**config.mk**
```make
export PLATFORM = sky130hd
export DESIGN_NAME = ahb2apb_bridge_p
export DESIGN_NICKNAME = d
export VERILOG_FILES = /design/src/rtl/ahb2apb_bridge_p.sv
export SDC_FILE = /design/constraint.sdc
export NUM_CORES = 1
export LEC_CHECK = 0
export ABC_CLOCK_PERIOD_IN_PS = 1780
export BUFFER_PORTS_ARGS = -buffer_cell sky130_fd_sc_hd__buf_4
export CORE_MARGIN = 2
export CORE_UTILIZATION = 40
export CTS_CLUSTER_DIAMETER = 40
export CTS_CLUSTER_SIZE = 28
export DETAILED_ROUTE_END_ITERATION = 7
export PLACE_DENSITY_LB_ADDON = 0.1
export REMOVE_ABC_BUFFERS = 1
export SYNTH_ARGS = -nofsm -noshare
export SYNTH_HDL_FRONTEND = slang
export SYNTH_SLANG_ARGS = --single-unit
```
**constraint.sdc**
```tcl
create_clock -name HCLK -period 1.78 [get_ports HCLK]
set_input_delay 0.356 -clock HCLK [delete_from_list [all_inputs] [get_ports HCLK]]
set_output_delay 0.356 -clock HCLK [all_outputs]
set_load 0.05 [all_outputs]
```
**src/rtl/ahb2apb_bridge_p.sv**
```systemverilog
// ahb2apb_bridge_p: AHB-Lite slave to APB4 master bridge. It decodes NUM_SLV equal windows,
// stretches AHB through PREADY, and answers PSLVERR, unmapped addresses and timeouts with ERROR.
module ahb2apb_bridge_p #(
  parameter int          NUM_SLV   = 3,
  parameter logic [31:0] BASE_ADDR = 32'h8000_0000,
  parameter int          WIN_LOG2  = 16,
  parameter int          TIMEOUT   = 0
) (
  input  logic                   HCLK,
  input  logic                   HRESETn,
  input  logic                   HSEL,
  input  logic [31:0]            HADDR,
  input  logic [1:0]             HTRANS,
  input  logic                   HWRITE,
  input  logic [2:0]             HSIZE,
  input  logic [31:0]            HWDATA,
  input  logic                   HREADY,
  output logic                   HREADYOUT,
  output logic [1:0]             HRESP,
  output logic [31:0]            HRDATA,
  output logic [31:0]            PADDR,
  output logic [NUM_SLV-1:0]     PSEL,
  output logic                   PENABLE,
  output logic                   PWRITE,
  output logic [31:0]            PWDATA,
  output logic [3:0]             PSTRB,
  input  logic [32*NUM_SLV-1:0]  PRDATA,
  input  logic [NUM_SLV-1:0]     PREADY,
  input  logic [NUM_SLV-1:0]     PSLVERR
);

  typedef enum logic [2:0] {
    ST_IDLE, ST_SETUP, ST_ACCESS, ST_DONE, ST_ERR1, ST_ERR2
  } state_t;

  localparam logic [31:0] HI_MASK   = ~((32'd1 << (WIN_LOG2 + 4)) - 32'd1);
  localparam logic [4:0]  NUM_SLV_W = 5'(NUM_SLV);
  localparam logic [15:0] TO_LAST   = 16'(TIMEOUT - 1);

  state_t      state_q, state_d;
  logic [31:0] addr_q, addr_d;
  logic        write_q, write_d;
  logic [2:0]  size_q, size_d;
  logic [3:0]  idx_q, idx_d;
  logic [31:0] pwdata_q, pwdata_d;
  logic [31:0] hrdata_q, hrdata_d;
  logic [15:0] tcnt_q, tcnt_d;

  logic        bus_ready;
  logic        accept;
  logic        mapped;
  logic [3:0]  hit_idx;
  logic        apb_active;
  logic [15:0] pready_all;
  logic [15:0] pslverr_all;
  logic [511:0] prdata_all;
  logic        sel_pready;
  logic        sel_pslverr;
  logic [31:0] sel_prdata;
  logic        unused_htrans0;

  // Zero-extend the per-slave buses so a 4-bit index always selects cleanly.
  assign pready_all     = 16'(PREADY);
  assign pslverr_all    = 16'(PSLVERR);
  assign prdata_all     = 512'(PRDATA);
  assign sel_pready     = pready_all[idx_q];
  assign sel_pslverr    = pslverr_all[idx_q];
  assign sel_prdata     = prdata_all[{idx_q, 5'd0} +: 32];
  assign unused_htrans0 = HTRANS[0];

  assign bus_ready = (state_q == ST_IDLE) || (state_q == ST_DONE) || (state_q == ST_ERR2);
  assign accept    = HSEL && HREADY && HTRANS[1] && bus_ready;
  assign hit_idx   = HADDR[WIN_LOG2 +: 4];
  assign mapped    = ((HADDR & HI_MASK) == (BASE_ADDR & HI_MASK)) && ({1'b0, hit_idx} < NUM_SLV_W);

  always_comb begin
    state_d  = state_q;
    addr_d   = addr_q;
    write_d  = write_q;
    size_d   = size_q;
    idx_d    = idx_q;
    pwdata_d = pwdata_q;
    hrdata_d = hrdata_q;
    tcnt_d   = tcnt_q;
    case (state_q)
      ST_IDLE, ST_DONE, ST_ERR2: begin
        state_d = ST_IDLE;
        if (accept) begin
          addr_d  = HADDR;
          write_d = HWRITE;
          size_d  = HSIZE;
          idx_d   = hit_idx;
          state_d = mapped ? ST_SETUP : ST_ERR1;
        end
      end
      ST_SETUP: begin
        state_d  = ST_ACCESS;
        pwdata_d = HWDATA;
        tcnt_d   = 16'd0;
      end
      ST_ACCESS: begin
        tcnt_d = tcnt_q + 16'd1;
        // A ready slave always wins over the timeout in the same cycle.
        if (sel_pready) begin
          if (sel_pslverr) begin
            state_d = ST_ERR1;
          end else begin
            state_d = ST_DONE;
            if (!write_q) hrdata_d = sel_prdata;
          end
        end else if ((TIMEOUT != 0) && (tcnt_q == TO_LAST)) begin
          state_d = ST_ERR1;
        end
      end
      ST_ERR1: state_d = ST_ERR2;
      default: state_d = ST_IDLE;
    endcase
  end

  always_ff @(posedge HCLK or negedge HRESETn) begin
    if (!HRESETn) begin
      state_q  <= ST_IDLE;
      addr_q   <= 32'd0;
      write_q  <= 1'b0;
      size_q   <= 3'd0;
      idx_q    <= 4'd0;
      pwdata_q <= 32'd0;
      hrdata_q <= 32'd0;
      tcnt_q   <= 16'd0;
    end else begin
      state_q  <= state_d;
      addr_q   <= addr_d;
      write_q  <= write_d;
      size_q   <= size_d;
      idx_q    <= idx_d;
      pwdata_q <= pwdata_d;
      hrdata_q <= hrdata_d;
      tcnt_q   <= tcnt_d;
    end
  end

  assign apb_active = (state_q == ST_SETUP) || (state_q == ST_ACCESS);

  always_comb begin
    PSEL = '0;
    for (int i = 0; i < NUM_SLV; i++) begin
      PSEL[i] = apb_active && (idx_q == 4'(i));
    end
  end

  always_comb begin
    PSTRB = 4'b0000;
    if (write_q) begin
      case (size_q)
        3'd0:    PSTRB = 4'b0001 << addr_q[1:0];
        3'd1:    PSTRB = 4'b0011 << {addr_q[1], 1'b0};
        default: PSTRB = 4'b1111;
      endcase
    end
  end

  assign HREADYOUT = bus_ready;
  assign HRESP     = ((state_q == ST_ERR1) || (state_q == ST_ERR2)) ? 2'b01 : 2'b00;
  assign HRDATA    = hrdata_q;
  assign PENABLE   = (state_q == ST_ACCESS);
  assign PADDR     = addr_q;
  assign PWRITE    = write_q;
  assign PWDATA    = (state_q == ST_SETUP) ? HWDATA : pwdata_q;

endmodule

```
==> results.md, run 1 <==
* Status: finished with violations
* Failing checks: setup timing
* R2r setup slk at -0.34 ns
* Share of cells above drive strength 1 at 63.96%
* Aggregate routed wire length at 18.02 mm
* Die footprint at 0.01346 mm^2
* FP Rows at 40
* Slew headroom at 57.31%
* RSZ-0062 raised after global routing: true
* Yosys top cell area share at 51.35%
* Core ar. at roughly 0.012 mm^2
* Placed insts at between 800 and 900
* CTS Buf Count at 9
* Crit path cell chain: nand2b_4, nor2_4, buf_6, buf_12, mux2_4, buf_8
* Worst path required time at 1.42 ns
* Crit-path slowest cell: dfrtp_1
* DIE WIDTH at about 120 um
* Final Slew Violations at 0
* Cell count after synthesis at 413
* Skew-Pair Late Insertion Delay at 0.36 ns
* Number of synthesized flops with an enable pin at 0
* Final #Nets at 923
* Actual slew at the worst max-slew pin at 0.6403 ns
* Crit path time final at 2.163 ns
* Worst setup EP type: output port
* WS Path Type: register to output port
* Layout Cells excl Fill at 920
* Hold violation total from the final report at 0
* Antenna cells at 0
* Vias in the first global route at 5030
* Vias per std cell at 5.007
* IO buf count at between 200 and 300
* #FFs+latches synth at 103
* Tot GR Track Use at a little over a quarter
* Hold WC Path Type: input pin to register
* Crit path DAT at 1.81 ns
* GPL Wtd Cong at 0.7836
* Skew final at 0.01748 ns
* Area grow syn2layout at 79.69%
* Slowest cell delay on critical path at 0.40 ns
* DR vias at 4606
* Iter 0 DRT Violations at 132
* CTS Buffer Depth at 2
* Sequential-to-total area share from yosys stat at 51.35%
* I/O pin total at 284
* Initial Util at about two fifths
* First-pass DRT Iterations at 4
* CP Max Fanout at 8
* Netlist cell types at 36
* Cell taking the most area after synthesis: dfrtp_1
* Chip height at roughly 120 um
* Mapped Area at 0.005020 mm^2
* Antenna Violating Nets Remaining at 0
* Fmax at 462.3 MHz
* Setup Viol. Count Final at 107
* Final period utilization at 121.5%
* Max-cap violations at 0
* VDD IR max at around 1.6 mV
* H-tree Lvls at 3
* DRC at 0
* Root Driver: clkbuf_16
* Initial antenna violation count at 0
* Ys flop type: dfrtp_1
* Dominant cells by area after synthesis: dfrtp_1, mux2_2, mux2_4, mux2i_1, nor2_1
* Total gr overflow at 0
* Hpwl dp at 10.31 mm
* CTS Sinks at 103
* Largest net degree at the start of global routing at 44
* Leak at 4.509 nW
* Fin worst setup slack at -0.3832 ns
* Filler cell count at 821
* Post-Place Setup Slack at -0.1906 ns
* Global-route wire length before repair at approximately 27 mm
* PD cells at 2067 mW/mm^2
* FFs w/ async S/R, synth at 100.0%
* Critical Path Source Type: register
* Warnings from Yosys at 0
* CTS tree: built
* Clock Pin Slew Worst Setup and Hold Paths at 0.08 ns
* WL per Instance at 19.59 um
* Syn Area/Cell at 12.15 um^2
## stage by stage
step	hold slack, ns	TNS, ns	power (mW)	utilization [%]	instance area [um^2]
floorplan	0.06041	-225.25	10.70	-	4873
global placement	0.3160	-8.433	13.73	61.34	7430
detailed placement	0.3172	-9.653	13.88	61.34	7430
CTS	0.2113	-27.28	18.11	73.63	8917
global route	0.2189	-39.38	19.42	74.47	9020
finish	0.2276	-30.99	18.64	74.47	9020
## worst paths after layout
kind                               from            to  depth (start not counted)
min in group asynchronous       HRESETn     PADDR[28]                          2
max reg2reg                  state_q[1]     PADDR[20]                          9
max in group asynchronous       HRESETn     HRDATA[7]                          3
min reg2reg                pwdata_q[16]  pwdata_q[16]                          1
max                          state_q[1]    PWDATA[11]                          6
min                            HADDR[9]      PADDR[9]                          2
## worst max-delay path, delay by kind of cell, from the launching register on
kind	cells	cell delay, ns
mux	1	0.33
simple gates	2	0.26
flops	1	0.40
buf+inv	3	0.45
## flip-flops by register name (all words and copies together) (netlist names)
| register | count |
|---|---|
| HRDATA | 32 |
| PADDR | 32 |
| PWRITE | 1 |
| pwdata_q | 32 |
| size_q | 3 |
| state_q | 3 |
## area by class of cell
cell class | instances | area [um^2] | area share, %
repair buffers | 351 | 3331 | 36.93
multi-input cells | 279 | 2609 | 28.92
flip-flops and latches | 103 | 2582 | 28.63
clock buffers | 12 | 246.5 | 2.733
well taps | 168 | 210.2 | 2.330
clock inverters | 4 | 30.03 | 0.3329
inverters | 3 | 11.26 | 0.1248
## report_power, final
group          internal [mW]  leakage [nW]  switching, mW  total, mW
registers               3.34          1.28          0.671       4.01
logic                   5.62          3.09           7.10       12.7
clock network          0.995         0.133          0.920       1.92
total                   9.96          4.51           8.69       18.6
## cells in the mapped netlist, types with 3 or more instances
| library cell | count |
|---|---|
| a21oi_1 | 36 |
| buf_2 | 6 |
| buf_6 | 4 |
| clkbuf_1 | 15 |
| dfrtp_1 | 103 |
| inv_1 | 3 |
| mux2_2 | 68 |
| mux2_4 | 30 |
| mux2i_1 | 35 |
| nand2_1 | 5 |
| nor2_1 | 68 |
| nor2b_1 | 3 |
| o21ai_0 | 8 |
## cell usage in the layout (no fill, tap or decap), types with 2 or more instances in the layout
cell type | Yosys | layout
dfrtp_1 | 103 | 99
mux2i_1 | 35 | 34
buf_8 | 0 | 34
buf_16 | 0 | 12
nor4_1 | 2 | 2
nor2_1 | 68 | 66
dfrtp_2 | 0 | 4
a21oi_1 | 36 | 36
buf_6 | 4 | 18
nand3_1 | 2 | 2
nand2_1 | 5 | 4
inv_1 | 3 | 3
a21boi_1 | 2 | 3
o21ai_0 | 8 | 3
clkbuf_1 | 15 | 2
o21ai_1 | 0 | 4
clkbuf_16 | 0 | 10
buf_4 | 1 | 276
mux2_4 | 30 | 98
buf_12 | 0 | 9
## logic make-up after synthesis
group	share of synthesized area, %
multiplexers	31.21
flip-flops	51.35
AND/OR/NAND/NOR	8.300
AO/OA/AOI/OAI	5.758
buffers and inverters	3.141
XOR/XNOR	0.1745
other	0.07470
## repair_timing
item | CTS | global route
pin swaps | 8 | 8
hold buffers | 1 | 0
setup buffers | 25 | 11
endpoints found under the setup margin | 105 | 111
gates cloned | 12 | 1
hold endpoints to repair | 27 | 0
resized for setup | 183 | 18
## layer usage
layer	track usage, %	share of wire, %
met1	28.54	36
met2	47.91	53
met3	6.485	6.8
met4	11.43	3.5
met5	0	0
No activity file was read; power rests on OpenSTA's default activity.
==> run 2: changes to the inputs <==
Settings changed: ABC_AREA set to 1, CORE_UTILIZATION 40 to 41, GPL_TIMING_DRIVEN set to 0, SLEW_MARGIN set to 20.
==> run 2 against run 1 <==
The run still ends with setup timing left. Wire length up 10%. Utilization shrank 1.1 points. Sequential power down 40%. Largest power group is now sequential cells. Highest routed layer unchanged.
==> results.md, run 2 <==
* #FFs+latches synth at 103 (unchanged)
* Simple-gate share of the synthesized area at 33.71% (+25 points)
* Antenna cells at 0 (unchanged)
* Initial Util at 42.45% (+1.0 points)
* CTS tree: built
* CP Max Fanout at 7 (-1)
* Crit-path slowest cell: dfrtp_1
* Xor and xnor area share after synthesis at 0% (-0.17 points)
* Vias in the first global route at 5412 (+7.6%)
* Crit path DAT at 1.83 ns (+0.02 ns)
* Share of cells above drive strength 1 at 44.55% (-19 points)
* RSZ-0062 raised after global routing: true
* Hold-fix buffers, CTS at 0 (-1)
* Most frequent cell after synthesis: nand2_1
* Post-synthesis compound-gate area fraction at 1.551% (-4.2 points)
* WS Path Type: register to output port
* I/O pin total at 284 (unchanged)
* IO buf count at 281 (unchanged)
* CP bufs+invs at 4 (+1)
* Slew headroom at 35.60% (-22 points)
* Slowest cell delay on critical path at 0.40 ns (about the same)
* Fmax at 458.4 MHz (-0.84%)
* First-pass DRT Iterations at 5 (+1)
* Netlist cell types at 29 (-19%)
* Vias per std cell at 4.952 (-1.1%)
* Aggregate routed wire length at 19.83 mm (+10%)
* Area grow syn2layout at 72.78%
* Mapped Area at 0.005162 mm^2 (+2.8%)
* Placed insts at 1070 (+25%)
* Crit path time final at 2.182 ns (+0.01840 ns)
* Mux share of post-synthesis cell area at 6.980% (-24 points)
* PD cells at 576.4 mW/mm^2 (-72%)
* Layout Cells excl Fill at 1149 (+25%)
* Cell count after synthesis at 655 (+59%)
* Setup Viol. Count Final at 41 (-62%)
* Global-route wire length before repair at 27.81 mm (+4.5%)
* Filler cell count at 933 (+14%)
* Actual slew at the worst max-slew pin at 0.9660 ns (+0.3257 ns)
* Most frequent cell on the critical path: buf_8
* Dominant cells by area after synthesis: dfrtp_1, nand2_1, mux2_2, nand3_1, nor2_1
* DRC at 0 (unchanged)
* Total gr overflow at 0 (unchanged)
* Tot GR Track Use at 26.83% (+0.71 points)
* Antenna Violating Nets Remaining at 0 (unchanged)
* Warnings from Yosys at 0 (unchanged)
* CTS Sinks at 103 (unchanged)
* Commonest non-fill, non-tap cells in the layout: nand2_1, buf_4, dfrtp_1
* Hpwl dp at 11.11 mm (+7.8%)
* Hold WC Path Type: input pin to async pin
* Fin worst setup slack at -0.4016 ns (-0.01840 ns)
* Largest net degree at the start of global routing at 104 (+140%)
* GPL Wtd Cong at 0.8334 (+6.4%)
* Sequential-to-total area share from yosys stat at 49.93% (-1.4 points)
* Cell taking the most area after synthesis: dfrtp_1
* Status: finished with violations
* Yosys top cell area share at 49.93% (-1.4 points)
* VDD IR max at 0.6865 mV (-57%)
* Largest family of logic cells by synthesized area: simple AND/OR/NAND/NOR gates
* Commonest non-fill, non-tap cell in the layout: nand2_1
* Worst path required time at 1.42 ns (about the same)
* Commonest cells post-synth: nand2_1, dfrtp_1, nand3_1, mux2_2, nor2_1
* Final Slew Violations at 0 (unchanged)
* FP Rows at 40 (unchanged)
* Crit path cell chain: clkinvlp_4, buf_6, nand3_4, buf_8, mux2_4, buf_8
* Skew-Pair Late Insertion Delay at 0.35 ns (about the same)
* CTS Buf Count at 9 (unchanged)
* CTS Buffer Depth at 2 (unchanged)
* H-tree Lvls at 3 (unchanged)
* Clock Pin Slew Worst Setup and Hold Paths at 0.07 ns (about the same)
* Final #Nets at 1152 (+25%)
* DIE WIDTH at 116.2 um (+0.16%)
* Worst setup EP type: output port
* Final period utilization at 122.6% (+1.0 points)
* Max-cap violations at 0 (unchanged)
* Top delay family on crit path: buffers and inverters
* Adder-Cell Fraction of Synth Area at 0% (unchanged)
* Leak at 4.901 nW (+8.7%)
* Skew final at 0.009028 ns (-0.008452 ns)
* Syn Area/Cell at 7.882 um^2 (-35%)
* Number of synthesized flops with an enable pin at 0 (unchanged)
* Chip height at 116.2 um (+0.16%)
* Ys flop type: dfrtp_1
* DR vias at 5690 (+24%)
* Critical Path Source Type: register
* Failing checks: setup timing
* Final Util at 73.34% (-1.1 points)
* Iter 0 DRT Violations at 417 (+220%)
* WL per Instance at 17.26 um (-12%)
* Initial antenna violation count at 0 (unchanged)
* Core ar. at 0.01216 mm^2 (+0.41%)
* Hold violation total from the final report at 0 (unchanged)
* Die footprint at 0.01350 mm^2 (+0.32%)
* Root Driver: clkbuf_16
* FFs w/ async S/R, synth at 100.0% (unchanged)
run 2: cell count changes after synthesis, moves of 26 or more:
cell      previous run  this run
nand2_1              5       304
a21oi_1             36         7
clkinv_1             0        26
mux2_4              30         0
mux2i_1             35         0
nor2_1              68        27
mux2_2              68        32
nand3_1              2        67
run 2: cell type report:
type	count	area, um^2	area share (%)
clock inverter	6	60.06	0.6733
multi-input combinational	475	2631	29.50
tap	168	210.2	2.357
inverter	52	206.4	2.314
sequential	103	2585	28.98
clock buffer	10	239.0	2.679
timing repair buffer	335	2988	33.50
run 2: metal layers:
| metal | vias to the layer above | wire, um | global-route usage [%] |
|---|---|---|---|
| met5 | - | 0 | 0 |
| met4 | 0 | 398 | 7.778 |
| met3 | 28 | 1561 | 8.355 |
| met2 | 241 | 10320 | 46.94 |
| met1 | 2733 | 7544 | 31.93 |
| li1 | 2688 | - | - |
run 2: where the power goes:
group          switching, mW  total [mW]  internal (mW)  leakage [nW]
sequential            0.0154        2.39           2.38          1.33
combinational          0.329       0.734          0.405          3.43
clock                  0.895        2.02           1.12         0.144
total                   1.24        5.14           3.90          4.90
run 2: worst register-to-register path: cells and delay by family, from the launching register on:
| kind | cells | cell delay [ns] |
|---|---|---|
| flip-flops | 1 | 0.55 |
| buffers and inverters | 2 | 0.29 |
| AND/OR/NAND/NOR | 6 | 0.84 |
run 2: stage by stage:
stage / setup slack (ns) / setup TNS (ns) / area, um^2 / hold WS [ns] / power (mW)
detailed placement: -0.7499 / -71.95 / 7321 / 0.4595 / 3.043
finish: -0.4016 / -12.37 / 8920 / 0.08416 / 5.141
floorplan: -1.740 / -58.46 / 4957 / 0.06041 / 2.629
global placement: -1.869 / -126.82 / 7277 / 0.4489 / 3.030
CTS: -0.3722 / -12.79 / 8352 / 0.1544 / 5.106
global route: -0.4385 / -14.16 / 8920 / 0.1735 / 5.314
run 2: worst paths after layout:
path,start,endpoint,slack [ns],cells past startpoint
setup / recovery,state_q[1],PWDATA[19],-0.40,6
hold / removal,HRESETn,HRDATA[30],0.08,1
setup reg to reg,PADDR[17],HRDATA[28],0.06,8
hold reg to reg,PADDR[20],PADDR[20],0.47,2
max in group asynchronous,HRESETn,PADDR[17],0.90,1
min in group HCLK,HADDR[2],PADDR[2],0.23,3
run 2: cell families after synthesis:
logic type             count (synthesis)
AOI/OAI and AO/OA                     16
and+or+nand+nor                      416
other                                  1
muxes                                 32
DFF                                  103
buffers and inverters                 87
run 2: what timing repair did:
action	CTS	global route
cloned	10	3
gates resized for setup	105	71
pin swaps	14	15
endpoints found under the setup margin	142	93
setup buffers	26	26
==> run 3: changes to the inputs <==
--- a/config.mk
+++ b/config.mk
@@ -10,3 +10,2 @@
 export BUFFER_PORTS_ARGS = -buffer_cell sky130_fd_sc_hd__buf_4
-export CORE_MARGIN = 2
 export CORE_UTILIZATION = 41
@@ -18,3 +17,3 @@
 export REMOVE_ABC_BUFFERS = 1
-export SLEW_MARGIN = 20
+export SLEW_MARGIN = 25
 export SYNTH_ARGS = -nofsm -noshare
--- a/constraint.sdc
+++ b/constraint.sdc
@@ -3,2 +3,2 @@
 set_output_delay 0.356 -clock HCLK [all_outputs]
-set_load 0.05 [all_outputs]
+set_load 0.1 [all_outputs]
==> run 3 against run 2 <==
The run still ends with setup timing left. Clock power increased by 2%. Utilization increased by 0.74 points. Critical path depth decreased by 1. First-iteration DRC count decreased by 32%. Critical endpoint is now PWDATA[21]. Via count decreased by 2.4%. Register-to-register slack got worse by 0.29 ns. Maximum frequency decreased by 4.1%. Power increased by 4.1%.
==> results.md, run 3 (synthesized netlist as in run 2, its figures left out) <==
* Slowest cell delay on critical path at 0.41 ns (about the same)
* Tot GR Track Use at 27.38% (+0.55 points)
* CP Launch Point: state_q[1]
* Hold violation total from the final report at 0 (unchanged)
* Root Driver: clkbuf_16
* FP Rows at 40 (unchanged)
* Hpwl dp at 10.56 mm (-5.0%)
* WL per Instance at 16.39 um (-5.0%)
* Highest routed layer: met4
* Largest net degree at the start of global routing at 104 (unchanged)
* PD cells at 594.0 mW/mm^2 (+3.1%)
* Wire length on met1 at 7.323 mm (-2.9%)
* DIE WIDTH at 114.2 um (-1.7%)
* Status: finished with violations
* Crit path DAT at 1.92 ns (+0.09 ns)
* Fin worst setup slack at -0.4944 ns (-0.09282 ns)
* Total gr overflow at 0 (unchanged)
* Worst path required time at 1.42 ns (about the same)
* Leak at 4.864 nW (-0.76%)
* Metal3 WL at 1.194 mm (-24%)
* Worst hold slack at 0.08687 ns (+0.002706 ns)
* Aggregate routed wire length at 18.70 mm (-5.7%)
* I/O pin total at 284 (unchanged)
* Setup TNS at -21.38 ns (-9.011 ns)
* Clock Pin Slew Worst Setup and Hold Paths at 0.07 ns (about the same)
* Post-Place Setup Slack at -0.7557 ns (-0.005821 ns)
* Share of cells above drive strength 1 at 44.71% (+0.16 points)
* Initial Util at 42.45% (unchanged)
* Crit path cell chain: clkinvlp_4, nand3_4, buf_12, mux2_2, buf_6
* Global-route wire length before repair at 27.48 mm (-1.2%)
* Skew-Pair Late Insertion Delay at 0.35 ns (about the same)
* Vias in the first global route at 5488 (+1.4%)
* Commonest non-fill, non-tap cells in the layout: nand2_1, buf_4, dfrtp_1
* Worst setup EP type: output port
* Skew final at 0.01014 ns (+0.001108 ns)
* Core ar. at 0.01216 mm^2 (unchanged)
* Final Slew Violations at 0 (unchanged)
* Vias per std cell at 4.866 (-1.7%)
* Max-cap violations at 0 (unchanged)
* CTS Sinks at 103 (unchanged)
* Antenna Violating Nets Remaining at 0 (unchanged)
* Metal2 WL at 9.684 mm (-6.2%)
* DR vias at 5552 (-2.4%)
* Actual slew at the worst max-slew pin at 0.8571 ns (-0.1089 ns)
* DRC at 0 (unchanged)
* Slew headroom at 42.86% (+7.3 points)
* Area grow syn2layout at 74.53%
* H-tree Lvls at 3 (unchanged)
* Final Util at 74.08% (+0.74 points)
* Iter 0 DRT Violations at 283 (-32%)
* CTS tree: built
* Crit path time final at 2.274 ns (+0.09282 ns)
* Hold WC Path Type: input pin to async pin
* Die footprint at 0.01304 mm^2 (-3.4%)
* Commonest non-fill, non-tap cell in the layout: nand2_1
* RSZ-0062 raised after global routing: true
* VDD IR max at 0.7382 mV (+7.5%)
* Final period utilization at 127.8% (+5.2 points)
* Initial antenna violation count at 0 (unchanged)
* GPL Wtd Cong at 0.7642 (-8.3%)
* Chip height at 114.2 um (-1.7%)
* Filler cell count at 925 (-0.86%)
* Critical Path Source Type: register
* Crit-path slowest cell: dfrtp_1
* Failing checks: setup timing
* IO buf count at 281 (unchanged)
* CTS Buf Count at 9 (unchanged)
* Setup Viol. Count Final at 79 (+93%)
* CP Max Fanout at 16 (+9)
* WS Path Type: register to output port
* Worst flop-to-flop path startpoint: state_q[1]
* Antenna cells at 0 (unchanged)
* Final #Nets at 1144 (-0.69%)
* Fmax at 439.7 MHz (-4.1%)
* Hold-fix buffers, CTS at 0 (unchanged)
* First-pass DRT Iterations at 4 (-1)
* CTS Buffer Depth at 2 (unchanged)
==> run 3: worst paths after layout <==
path | end | slack, ns | cells past startpoint
worst max register to register | state_q[0] | -0.23 | 12
worst min register to register | HRDATA[0] | 0.47 | 2
max in group asynchronous | PADDR[16] | 1.04 | 1
worst min-delay path | HRDATA[0] | 0.09 | 1
min in group HCLK | PADDR[12] | 0.22 | 3
worst max-delay path | PWDATA[21] | -0.49 | 5
==> run 3: layout make-up <==
cell class	instances	area (um^2)	area share, %
multi-input combinational	479	2676	29.70
timing repair buffer	323	3027	33.59
clock inverter	7	78.83	0.8749
clock buffer	9	225.2	2.500
sequential	103	2586	28.70
tap	168	210.2	2.333
inverter	52	206.4	2.291
==> run 3: critical path, delay by kind of cell (launching register included) <==
family	cells	cell delay, ns
flip-flops	1	0.41
buffers and inverters	3	0.62
AND/OR/NAND/NOR	1	0.14
multiplexers	1	0.38
==> run 3: where the power goes <==
part | total [mW] | switching, mW | internal, mW
logic | 0.902 | 0.480 | 0.422
clock network | 2.06 | 0.952 | 1.11
registers | 2.39 | 0.0139 | 2.37
==> run 3: stage by stage <==
step           total power, mW  cell area, um^2  std cells
2_1_floorplan            2.780             4957        620
3_3_place_gp             3.179             7277       1069
3_5_place_dp             3.191             7328       1070
4_1_cts                  5.328             8597       1124
5_1_grt                  5.509             9010       1141
6_report                 5.351             9010       1141
==> run 3: what timing repair did <==
item	CTS	global route
gates cloned	12	2
gates resized for setup	160	61
pin swaps	15	10
buffers inserted	26	17
setup endpoints to repair	143	112
==> run 3: layer usage <==
layer / track usage [%] / vias to the layer above
li1: - / 2675
met3: 7.835 / 32
met4: 10.13 / 0
met5: 0 / -
met2: 48.40 / 206
met1: 31.41 / 2639
